--- config.mk ---
export PLATFORM = sky130hd
export DESIGN_NAME = vga_sync
export DESIGN_NICKNAME = d
export VERILOG_FILES = /design/src/rtl/vga_sync.sv
export SDC_FILE = /design/constraint.sdc
export NUM_CORES = 1
export LEC_CHECK = 0
export BUFFER_PORTS_ARGS = -buffer_cell sky130_fd_sc_hd__clkbuf_2
export CAP_MARGIN = 20
export CORE_MARGIN = 2
export CORE_UTILIZATION = 40
export DETAILED_ROUTE_END_ITERATION = 12
export REMOVE_ABC_BUFFERS = 1
export SYNTH_ARGS = -nofsm -noshare
export SYNTH_HDL_FRONTEND = slang
export SYNTH_SLANG_ARGS = --single-unit
--- constraint.sdc ---
create_clock -name clk -period 3.4 [get_ports clk]
set_clock_uncertainty 0.2 [all_clocks]
set_input_delay 1.02 -clock clk [delete_from_list [all_inputs] [get_ports clk]]
set_output_delay 1.02 -clock clk [all_outputs]
set_load 0.005 [all_outputs]
--- src/rtl/vga_sync.sv ---
// 640x480@60 VGA timing generator: pixel-rate divider, h/v counters, registered syncs.
// Define VGA_SYNC_ACTIVE_LOW_EN for negative-polarity hsync/vsync; default is active-high.
module vga_sync #(
  parameter int CLK_DIV   = 2,
  parameter int H_DISPLAY = 640,
  parameter int H_FRONT   = 16,
  parameter int H_SYNC    = 96,
  parameter int H_BACK    = 48,
  parameter int V_DISPLAY = 480,
  parameter int V_FRONT   = 10,
  parameter int V_SYNC    = 2,
  parameter int V_BACK    = 33
) (
  input  logic       clk,
  input  logic       reset,
  output logic       hsync,
  output logic       vsync,
  output logic       video_on,
  output logic       p_tick,
  output logic [9:0] pixel_x,
  output logic [9:0] pixel_y
);

  localparam int H_TOTAL = H_DISPLAY + H_FRONT + H_SYNC + H_BACK;
  localparam int V_TOTAL = V_DISPLAY + V_FRONT + V_SYNC + V_BACK;
  localparam int DIV_W   = (CLK_DIV > 1) ? $clog2(CLK_DIV) : 1;

  localparam logic [DIV_W-1:0] DIV_LAST = DIV_W'(CLK_DIV - 1);
  localparam logic [9:0] H_LAST   = 10'(H_TOTAL - 1);
  localparam logic [9:0] V_LAST   = 10'(V_TOTAL - 1);
  localparam logic [9:0] H_VIS    = 10'(H_DISPLAY);
  localparam logic [9:0] V_VIS    = 10'(V_DISPLAY);
  localparam logic [9:0] HS_FIRST = 10'(H_DISPLAY + H_FRONT);
  localparam logic [9:0] HS_LAST  = 10'(H_DISPLAY + H_FRONT + H_SYNC - 1);
  localparam logic [9:0] VS_FIRST = 10'(V_DISPLAY + V_FRONT);
  localparam logic [9:0] VS_LAST  = 10'(V_DISPLAY + V_FRONT + V_SYNC - 1);

`ifdef VGA_SYNC_ACTIVE_LOW_EN
  localparam logic SYNC_ON = 1'b0;
`else
  localparam logic SYNC_ON = 1'b1;
`endif

  logic [DIV_W-1:0] div_q, div_d;
  logic             p_tick_q, p_tick_d;
  logic [9:0]       h_q, h_d;
  logic [9:0]       v_q, v_d;
  logic             hsync_q, hsync_d;
  logic             vsync_q, vsync_d;

  always_comb begin
    div_d    = (div_q == DIV_LAST) ? '0 : div_q + DIV_W'(1);
    p_tick_d = (div_d == DIV_LAST);
    h_d      = h_q;
    v_d      = v_q;
    if (p_tick_q) begin
      if (h_q == H_LAST) begin
        h_d = '0;
        v_d = (v_q == V_LAST) ? '0 : v_q + 10'd1;
      end else begin
        h_d = h_q + 10'd1;
      end
    end
    // Syncs are decoded from the next-state counters so the registered
    // outputs line up with pixel_x/pixel_y rather than lagging one tick.
    hsync_d = ((h_d >= HS_FIRST) && (h_d <= HS_LAST)) ? SYNC_ON : ~SYNC_ON;
    vsync_d = ((v_d >= VS_FIRST) && (v_d <= VS_LAST)) ? SYNC_ON : ~SYNC_ON;
  end

  always_ff @(posedge clk) begin
    if (reset) begin
      div_q    <= '0;
      p_tick_q <= 1'b0;
      h_q      <= '0;
      v_q      <= '0;
      hsync_q  <= ~SYNC_ON;
      vsync_q  <= ~SYNC_ON;
    end else begin
      div_q    <= div_d;
      p_tick_q <= p_tick_d;
      h_q      <= h_d;
      v_q      <= v_d;
      hsync_q  <= hsync_d;
      vsync_q  <= vsync_d;
    end
  end

  assign hsync    = hsync_q;
  assign vsync    = vsync_q;
  assign p_tick   = p_tick_q;
  assign pixel_x  = h_q;
  assign pixel_y  = v_q;
  assign video_on = (h_q < H_VIS) && (v_q < V_VIS);

endmodule

==> reports/results.md <==
| Quantity | Value | Unit |
| --- | --- | --- |
| Pwr per Cell Area | 270.5 | mW/mm² |
| Worst slew margin | 63.72 | % |
| Top-area cell type share of the netlist area | 34.30 | % |
| Buffers plus inverters on the worst setup path | 1 | - |
| Latest clock arrival within the worst-skew pair | 320 | ps |
| Initial DRC count | 44 | - |
| Depth of the CTS H-tree | 1 | - |
| Worst r2r path cells | 7 | - |
| Count of nets left with antenna violations after detail routing | 0 | - |
| Hold Vio Cnt, Final | 0 | - |
| Number of gates given a new drive strength after cts | 0 | - |
| Largest net degree at the start of global routing | 23 | - |
| Clock transition at the register clock pins on the worst setup and hold paths after CTS | 140 | ps |
| Worst path arrival time | 2850 | ps |
| Top cell type by total area after synthesis | sky130_fd_sc_hd__dfxtp_1 | - |
| DIE AREA | 0.003836 | mm² |
| Post-synthesis instance area | 0.001343 | mm² |
| Upper clock frequency limit | 0.3536 | GHz |
| Number of enable flip-flop cells after synthesis | 0 | - |
| Global-route wire length before repair | 5333 | µm |
| Core box area | 0.003284 | mm² |
| Data required, critical path | 3420 | ps |
| Total Nets Final | 194 | - |
| Maximum ir drop on the vdd rail | 0.1772 | mV |
| Wire length per cell after detailed routing | 14.23 | µm |
| Setup crit start kind | register | - |
| IO Port Bufs | 25 | - |
| Leading cell types in the layout, fill and taps excluded | sky130_fd_sc_hd__clkbuf_2 (25), sky130_fd_sc_hd__dfxtp_1 (23), sky130_fd_sc_hd__nor2_1 (13) | - |
| Cell chosen for the clock root | sky130_fd_sc_hd__clkbuf_4 | - |
| CP Cell Sequence | ha_1, nand3_2, or4_1, buf_4, or4_1, a211o_1, nor4b_2 | - |
| Standby leakage power | 0.0005256 | µW |
| Register area | 460.4 | µm² |
| Pre-Repair DR Iteration Count | 4 | - |
| Number of warning messages in the yosys log | 0 | - |
| GRT Resource Usage Total | 18.92 | % |
| Number of cells on the worst hold path | 2 | - |
| Congestion Overflow GR | 0 | - |
| Worst Path Max Fanout | 11 | - |
| Most frequent standard cell in the layout excluding fill and tap cells | sky130_fd_sc_hd__clkbuf_2 | - |
| Kind of cell with the highest combined delay on the critical path | simple AND/OR/NAND/NOR gates | - |
| Accumulated negative setup slack | 0 | ps |
| Sinks on Clock Net | 23 | - |
| CTS buffer count | 3 | - |
| Count of endpoints failing setup in the final report | 0 | - |
| Vertical extent of the die | 61.94 | µm |
| Syn-to-layout area delta | 14.91 | % |
| Width of the die | 61.94 | µm |
| Worst min path class | register to register | - |
| Final critical-path share of the clock period | 83.18 | % |
| Sequential element share of the synthesized area | 34.30 | % |
| Top-level port count | 26 | - |
| Antenna diodes | 0 | - |
| Final core utilization | 46.97 | % |
| Max-cap viol count | 0 | - |
| Crit Path Class | register to register | - |
| Starting Density | 40.88 | % |
| Final WL | 3329 | µm |
| Setup fix buffers added after clock tree synthesis | 0 | - |
| Path length in cells of the critical path | 7 | - |
| Unrepaired setup endpoints after global routing | no | - |
| Cell with the biggest individual delay on the critical path | sky130_fd_sc_hd__or4_1 | - |
| Actual transition at the worst max-transition pin | 539.6 | ps |
| Cts-stage hold buffer count | 0 | - |
| Layout filler cell count | 356 | - |
| Ratio of cells with drive above 1 in the final layout | 21.28 | % |
| Number of global-route vias before repair | 1101 | - |
| Share of flip-flops with an asynchronous set or reset after synthesis | 0 | % |
| Pwr Total | 417.3 | µW |
| Largest buffer count on any clock path | 2 | - |
| FF+latch count, synth | 23 | - |
| Initial antenna violation count | 0 | - |
| Detailed placement HPWL | 2396 | µm |
| Critical Path End Type | register | - |
| Number of standard cells after synthesis | 167 | - |
| Number of rows in the core area | 21 | - |
| Post-synth top flop | sky130_fd_sc_hd__dfxtp_1 | - |
| Post-layout minimum cycle time | 2828 | ps |
| Most area-consuming cells after synthesis | sky130_fd_sc_hd__dfxtp_1 (34%), sky130_fd_sc_hd__a21oi_1 (4.5%), sky130_fd_sc_hd__nor2_1 (3.6%), sky130_fd_sc_hd__nand3_1 (3.4%), sky130_fd_sc_hd__nand2_1 (3.4%) | - |
| Global placement routability congestion | 0.8202 | - |
| Average via count per standard cell | 5.701 | - |
| Clock tree from TritonCTS | built | - |
| Run status | finished clean | - |
| Number of vias in the routed layout | 1334 | - |
| Area occupied by multi-input gates | 823.3 | µm² |
| Count of distinct cell types in the synthesized netlist | 44 | - |
| Max-slew violations | 0 | - |
| CP max stage delay | 520 | ps |
| Worst path most repeated cell | sky130_fd_sc_hd__or4_1 | - |
| DRC violation count after routing | 0 | - |
| Post-Syn Area per Cell | 8.039 | µm² |
[sequential cells by signal, summed over array words and instances (netlist names)]
signal / count
hsync: 1
p_tick: 1
pixel_x: 10
pixel_y: 10
vsync: 1
[cell type report]
type                    count  share of cell area, %
multi-input cells         127                  53.37
flip-flops and latches     23                  29.85
repair buffers             29                  10.06
well taps                  46                  3.731
clock buffers               3                  1.460
inverters                   5                  1.217
clock inverters             1                 0.3244
[power by group]
group	internal, µW	switching (µW)	total, µW
Combinational	5.73	7.75	13.5
Clock	44.0	83.9	128
Sequential	272	3.96	276
Total	322	95.6	417
[final timing paths]
kind,start,slack [ps],end
max,pixel_x[0]$_SDFF_PP0_,570,vsync$_SDFF_PP0_
min,pixel_x[0]$_SDFF_PP0_,330,pixel_x[0]$_SDFF_PP0_
max reg2reg,pixel_x[0]$_SDFF_PP0_,570,vsync$_SDFF_PP0_
min reg2reg,pixel_x[0]$_SDFF_PP0_,330,pixel_x[0]$_SDFF_PP0_
[worst register-to-register path: stages, from the launching register on]
cell and delay (ps):
sky130_fd_sc_hd__dfxtp_1 410, sky130_fd_sc_hd__ha_1 240, sky130_fd_sc_hd__nand3_2 140, sky130_fd_sc_hd__or4_1 520
sky130_fd_sc_hd__buf_4 180, sky130_fd_sc_hd__or4_1 500, sky130_fd_sc_hd__a211o_1 320, sky130_fd_sc_hd__nor4b_2 230
[logic make-up after synthesis]
family	after synthesis	synth area share, %
AND/OR/NAND/NOR	81	35.04
AO/OA/AOI/OAI	32	15.47
flip-flops	23	34.30
buffers and inverters	17	4.846
XOR/XNOR	9	5.871
adder cells (fa/ha/maj)	3	2.796
multiplexers	2	1.677
[cell usage after synthesis (all sizes together) (2+ instances only)]
cell type  number
mux2            2
o311ai          2
o21ai           6
and4            2
nand3          10
dfxtp          23
or4             2
nand3b          4
nand4b          3
nand2b          3
nor3            7
inv             5
nor3b           2
xnor2           4
and2            3
ha              3
and3            3
nand4           6
xor2            5
a21oi          12
clkbuf         11
nor2           13
or3             2
nor4            4
nand2          12
[metal layers]
layer  part of all wire, %  vias to the layer above  GRT usage [%]
li1                      -                      656              -
met1                    47                      638          27.42
met2                    47                       36          27.67
met3                   5.6                        4          4.348
met4                  0.99                        0          6.079
met5                     0                        -              0
[per-stage QoR]
step	setup WS, ps	instances	hold slack [ps]	area, µm²
floorplan	424.9	155	280.4	1296
global placement	708.6	230	284.0	1515
detailed placement	629.3	230	322.8	1515
CTS	590.1	234	341.2	1543
global route	430.7	234	370.9	1543
finish	571.7	234	334.7	1543
(Power assumes the default switching activity.)
